==> src/rtl/lane_deserializer.sv <==
// Per-lane serial-to-parallel receive front end: hunts for idle-word alignment,
// confirms lock over N_LOCK aligned idles, then presents 32-bit data words.
module lane_deserializer #(
  parameter logic [31:0] IDLE_WORD = 32'hBCF7F7F7,
  parameter int unsigned N_LOCK    = 4
) (
  input  logic        clk_32f,
  input  logic        reset,
  input  logic        serial_in,
  output logic [31:0] lane_out,
  output logic        valid_out,
  output logic        active
);

  generate
    if (N_LOCK < 2 || N_LOCK > 15) begin : g_bad_n_lock
      $error("lane_deserializer: N_LOCK must be in 2..15");
    end
  endgenerate

  localparam logic [3:0] N_LOCK_C = 4'(N_LOCK);

  typedef enum logic [1:0] {
    HUNT,
    LOCKING,
    ACTIVE
  } state_t;

  state_t      state, state_nx;
  // Only the low 31 bits are retained: bit 31 falls out of every window.
  logic [30:0] sr;
  logic [31:0] w;
  logic [4:0]  cnt, cnt_nx;
  logic [3:0]  idle_cnt, idle_cnt_nx;
  logic [31:0] lane_nx;
  logic        valid_nx, active_nx;
  logic        is_idle, boundary;

  assign w        = {sr, serial_in};
  assign is_idle  = (w == IDLE_WORD);
  assign boundary = (cnt == 5'd31);

  always_ff @(posedge clk_32f) begin
    if (reset) begin
      state     <= HUNT;
      sr        <= '0;
      cnt       <= '0;
      idle_cnt  <= '0;
      lane_out  <= '0;
      valid_out <= 1'b0;
      active    <= 1'b0;
    end else begin
      state     <= state_nx;
      sr        <= w[30:0];
      cnt       <= cnt_nx;
      idle_cnt  <= idle_cnt_nx;
      lane_out  <= lane_nx;
      valid_out <= valid_nx;
      active    <= active_nx;
    end
  end

  always_comb begin
    state_nx    = state;
    cnt_nx      = cnt + 5'd1;
    idle_cnt_nx = idle_cnt;
    lane_nx     = lane_out;
    valid_nx    = valid_out;
    active_nx   = active;
    case (state)
      HUNT: begin
        if (is_idle) begin
          // Next edge sees cnt=0, so cnt=31 lands on the next aligned word end.
          cnt_nx      = '0;
          idle_cnt_nx = 4'd1;
          state_nx    = LOCKING;
        end
      end
      LOCKING: begin
        if (boundary) begin
          if (is_idle) begin
            idle_cnt_nx = idle_cnt + 4'd1;
            if (idle_cnt + 4'd1 == N_LOCK_C) begin
              state_nx  = ACTIVE;
              active_nx = 1'b1;
            end
          end else begin
            idle_cnt_nx = '0;
            state_nx    = HUNT;
          end
        end
      end
      ACTIVE: begin
        if (boundary) begin
          if (is_idle) begin
            valid_nx = 1'b0;
          end else begin
            lane_nx  = w;
            valid_nx = 1'b1;
          end
        end
      end
      default: state_nx = HUNT;
    endcase
  end

endmodule

==> config.mk <==
export PLATFORM = sky130hd
export DESIGN_NAME = lane_deserializer
export DESIGN_NICKNAME = d
export VERILOG_FILES = /design/src/rtl/lane_deserializer.sv
export SDC_FILE = /design/constraint.sdc
export NUM_CORES = 1
export LEC_CHECK = 0
export ABC_AREA = 1
export BUFFER_PORTS_ARGS = -buffer_cell sky130_fd_sc_hd__buf_2
export CORE_MARGIN = 8
export CORE_UTILIZATION = 50
export CTS_CLUSTER_DIAMETER = 60
export DETAILED_ROUTE_END_ITERATION = 10
export GPL_TIMING_DRIVEN = 0
export PLACE_DENSITY = 0.7
export RECOVER_POWER = 25
export SETUP_SLACK_MARGIN = 0.05
export SLEW_MARGIN = 20
export SYNTH_ARGS = -nofsm -noshare
export SYNTH_HDL_FRONTEND = slang
export SYNTH_SLANG_ARGS = --single-unit
==> constraint.sdc <==
create_clock -name clk_32f -period 1.8 [get_ports clk_32f]
set_input_delay 0.36 -clock clk_32f [delete_from_list [all_inputs] [get_ports clk_32f]]
set_output_delay 0.36 -clock clk_32f [all_outputs]
set_load 0.01 [all_outputs]
== After elaboration in Yosys (flattened, before gate mapping) ==
Index checks and enable logic that the tools add are counted.
Operators by class
  $add $sub $neg: 2
  equal/unequal tests: 8
  multiplexer cells: 12
  bitwise gates (word level): 2
  reductions and logical operators: 7
Operators by type and width (count)
  == test 32 bit (second input constant): 1
  2-to-1 mux 4 bit: 3
  2-to-1 mux 5 bit: 2
  2-to-1 mux 2 bit: 4
  case mux 4 bit (2 select lines): 1
  AND reduction 4 bit: 2
  case mux 2 bit (3 select lines): 1
  AND reduction 3 bit: 2
  adder 5 x 1 -> 5 bit (second input constant): 1
  == test 5 bit (second input constant): 1
  adder 4 x 1 -> 4 bit (second input constant): 1
  == test 4 x 3 -> 1 bit (second input constant): 1
  inequality test 2 bit (second input constant): 2
  inequality test 3 bit (second input constant): 1
  == test 2 x 1 -> 1 bit (second input constant): 1
  == test 2 bit (second input constant): 1
  logical NOT 2 bit: 1
  NOT 1 bit: 2
  AND reduction 2 bit: 1
  nonzero test 2 bit: 1
  2-to-1 mux 1 bit: 1
Word-level totals
  register bits: 76
  input bits: 3
  logic and storage cells: 38

== Longest topological paths before layout ==
  word-level depth: 6
  depth in mapped cells: 11
  depth with buffers taken out: 10

== Worst setup path before layout ==
No wires, ideal clock.
  path type: register to register
  start: reg cnt[0]
  end: reg lane_out[15]
  arrival: 1.468 ns
  required time: 1.736 ns
  path slack: 0.268 ns
  stages on the path, launching flop included: 12
  clock period less this slack: 1.532 ns
  cell sequence: dfxtp_1 ha_1 nand2_1 nor2_1 ha_1 nand3_1 inv_1 nand2_8 inv_4 buf_6 nor2_2 nor2_1
On the way
  longest elaborated chain between the ends: 2
RTL lines
  start: declaration: line 33  | logic [4:0] cnt, cnt_nx;
  start signal: assignment: line 55  | cnt <= cnt_nx;
  == test 5 bit: line 41  | assign boundary = (cnt == 5'd31);
  AND reduction 3 bit (no source line)
  end signal: assignment: line 57  | lane_out <= lane_nx;
  end: declaration: line 10  | output logic [31:0] lane_out,
No other way between the ends.
A chain may end at the register's enable or synchronous reset.

== Final worst setup path ==
  start: reg sr[8]
  end: reg lane_out[25]
On the way
  longest elaborated chain between the ends: 3
RTL lines
  start: declaration: line 31  | logic [30:0] sr;
  start signal: assignment: line 54  | sr <= w[30:0];
  == test 32 bit: line 40  | assign is_idle = (w == IDLE_WORD);
  NOT 1 bit (no source line)
  AND reduction 3 bit (no source line)
No other way between the ends.

==> qor.txt <==
Critical Path RT - 2.04 ns
Worst-path maximum fanout - 8
Final hold vios - 0
Die Span Y - 91.9 microns
Clock transition at path regs - 0.08 ns
Final WL - 5.78 mm
Status - complete, no violations
DRT iter0 DRCs - 88
Antenna-violating nets left - 0
Number of buffers created by CTS - 9
CP endpoint kind - flip-flop
Leakage power - 1.52 nW
Rows - 27
Vias in the first global route - 2124
Die area - 8450 sq um
Longest Clk Path Bufs - 2
Synthesized instance count - 365
Final period util - 0.921
Hold WC Path Type - in2reg
Ports - 37
Chip Width - 91.9 microns
Tot GR Track Use - 0.134
First-pass GRT wire length - 9.26 mm
RSZ-0062 raised after global routing - false
Seq/Total Area, Yosys - 0.528
Clock period minus worst slack - 1.66 ns
Antenna diodes - 0
Dpl hpwl - 3.78 mm
Initial antenna violation count - 0
CTS sink cnt - 76
Worst-Skew Late Latency - 0.34 ns
GRT overflow - 0
Most frequent cells in the layout - 95 x nor2_1, 73 x dfxtp_1, 42 x inv_1, 40 x nand2_1, 35 x buf_2
Pin count of the biggest net entering global routing - 13
Final GP Congestion - 0.777
Final setup vio count - 0
Core occupancy in the finished layout - 0.650
Port buffer count - 35
Commonest non-fill, non-tap cell in the layout - nor2_1
Synth Cell Area - 2880 sq um
Worst slew pin tran - 0.496 ns
Slew margin rel. - 0.669
CTS tree - done
Nets - 423
Critical path launch point type - flip-flop
Core Area - 5540 sq um
Area grow syn2layout - 24.9%
CTS H-Tree Depth - 3
Max-cap violation count - 0
Routed WL per cell - 11.8 microns
Power per cell area - 904 nW/um^2
Clk root buf - clkbuf_8
Routed via count - 2293
Netlist cell types - 23
Drt first pass iters - 4
Maximum vdd ir drop - 0.497 mV
Synth Area per Inst - 7.90 sq um
Critical path class - reg2reg
Fin Setup TNS - 0 ns
Hold buffers post-CTS - 0
Via density - 4.66
Peak Freq - 0.603 GHz
Layout cells sized above 1 - 0.283
Critical Path AT - 1.90 ns
Starting Density - 0.521
Max Slew Vio Count - 0
Syn. warnings - 0
Number of synthesized register bits - 76
Post-Syn Nets - 372
Clock Skew - 0.00797 ns
Drt drc - 0
Fillers - 494
worst max-delay path: stages, from the launching register on:
cell	delay, ns
dfxtp_1	0.37
nand2_1	0.08
nor2_2	0.15
nand2_1	0.13
nor2_4	0.17
nand2_4	0.10
nand2_8	0.14
clkinv_8	0.11
clkbuf_16	0.17
nor2_2	0.09
nor2_1	0.05
Yosys cell counts (all sizes together):
| master | number | share of area |
|---|---|---|
| nand4 | 5 | 0.011 |
| dfxtp | 76 | 0.53 |
| nor3 | 1 | 0.0017 |
| nor2 | 129 | 0.20 |
| clkbuf | 7 | 0.0095 |
| nand2 | 43 | 0.064 |
| a21oi | 2 | 0.0035 |
| inv | 45 | 0.059 |
| o21ai | 39 | 0.068 |
| nand3 | 6 | 0.012 |
| buf | 7 | 0.025 |
| or2 | 1 | 0.0022 |
| ha | 4 | 0.017 |
where the power goes:
group | switching [W] | total, W | leakage (nW) | internal, W
clock network | 0.000595 | 0.00148 | 0.119 | 0.000890
registers | 0.00000955 | 0.00170 | 0.614 | 0.00169
logic | 0.0000472 | 0.0000734 | 0.784 | 0.0000262
final timing paths:
kind | start | to | slack [ns] | cells past startpoint
max | sr[8] | lane_out[25] | 0.14 | 10
min | serial_in | sr[0] | 0.25 | 3
max reg2reg | sr[8] | lane_out[25] | 0.14 | 10
min reg2reg | sr[20] | sr[21] | 0.44 | 2
timing repair:
item                                    CTS  global route
hold endpoints to repair                  0             0
cloned                                    0             4
buffers inserted                          0             1
endpoints found under the setup margin   30            33
resized for setup                         2            30
pin swaps                                 0             7
cell type report:
class | instances | area [sq um] | share of cell area
clock inverter | 3 | 68.8 | 0.0191
inverter | 45 | 181 | 0.0504
buffer | 14 | 133 | 0.0368
multi-input combinational | 230 | 1150 | 0.320
clock buffer | 12 | 165 | 0.0458
sequential | 76 | 1530 | 0.424
timing repair buffer | 40 | 283 | 0.0785
tap | 72 | 90.1 | 0.0250
kinds of logic after synthesis:
group,count (synthesis),synth area share
buffers and inverters,59,0.0937
adder cells (fa/ha/maj),4,0.0174
AND/OR/NAND/NOR,185,0.290
AO/OA/AOI/OAI,41,0.0712
flip-flops,76,0.528
flip-flops by register name (all words and copies together) (netlist names):
name	cells
active	1
cnt	5
idle_cnt	4
lane_out	32
sr	31
state	2
valid_out	1
per-layer routing:
metal	share of wire	track usage
met1	0.46	0.159
met2	0.48	0.212
met3	0.036	0.0318
met4	0.020	0.0859
met5	0	0
per-stage QoR:
step	std cells	instance area [sq um]	setup slack, ns	power (W)	hold WS, ns
after floorplan	365	2880	0.268	0.00178	0.413
after global placement	472	3150	0.0801	0.00180	0.418
after detailed placement	472	3150	0.0373	0.00180	0.429
after CTS	487	3390	0.0538	0.00329	0.232
after global routing	492	3600	0.0329	0.00338	0.257
final	492	3600	0.142	0.00326	0.250
(Power assumes the default switching activity.)
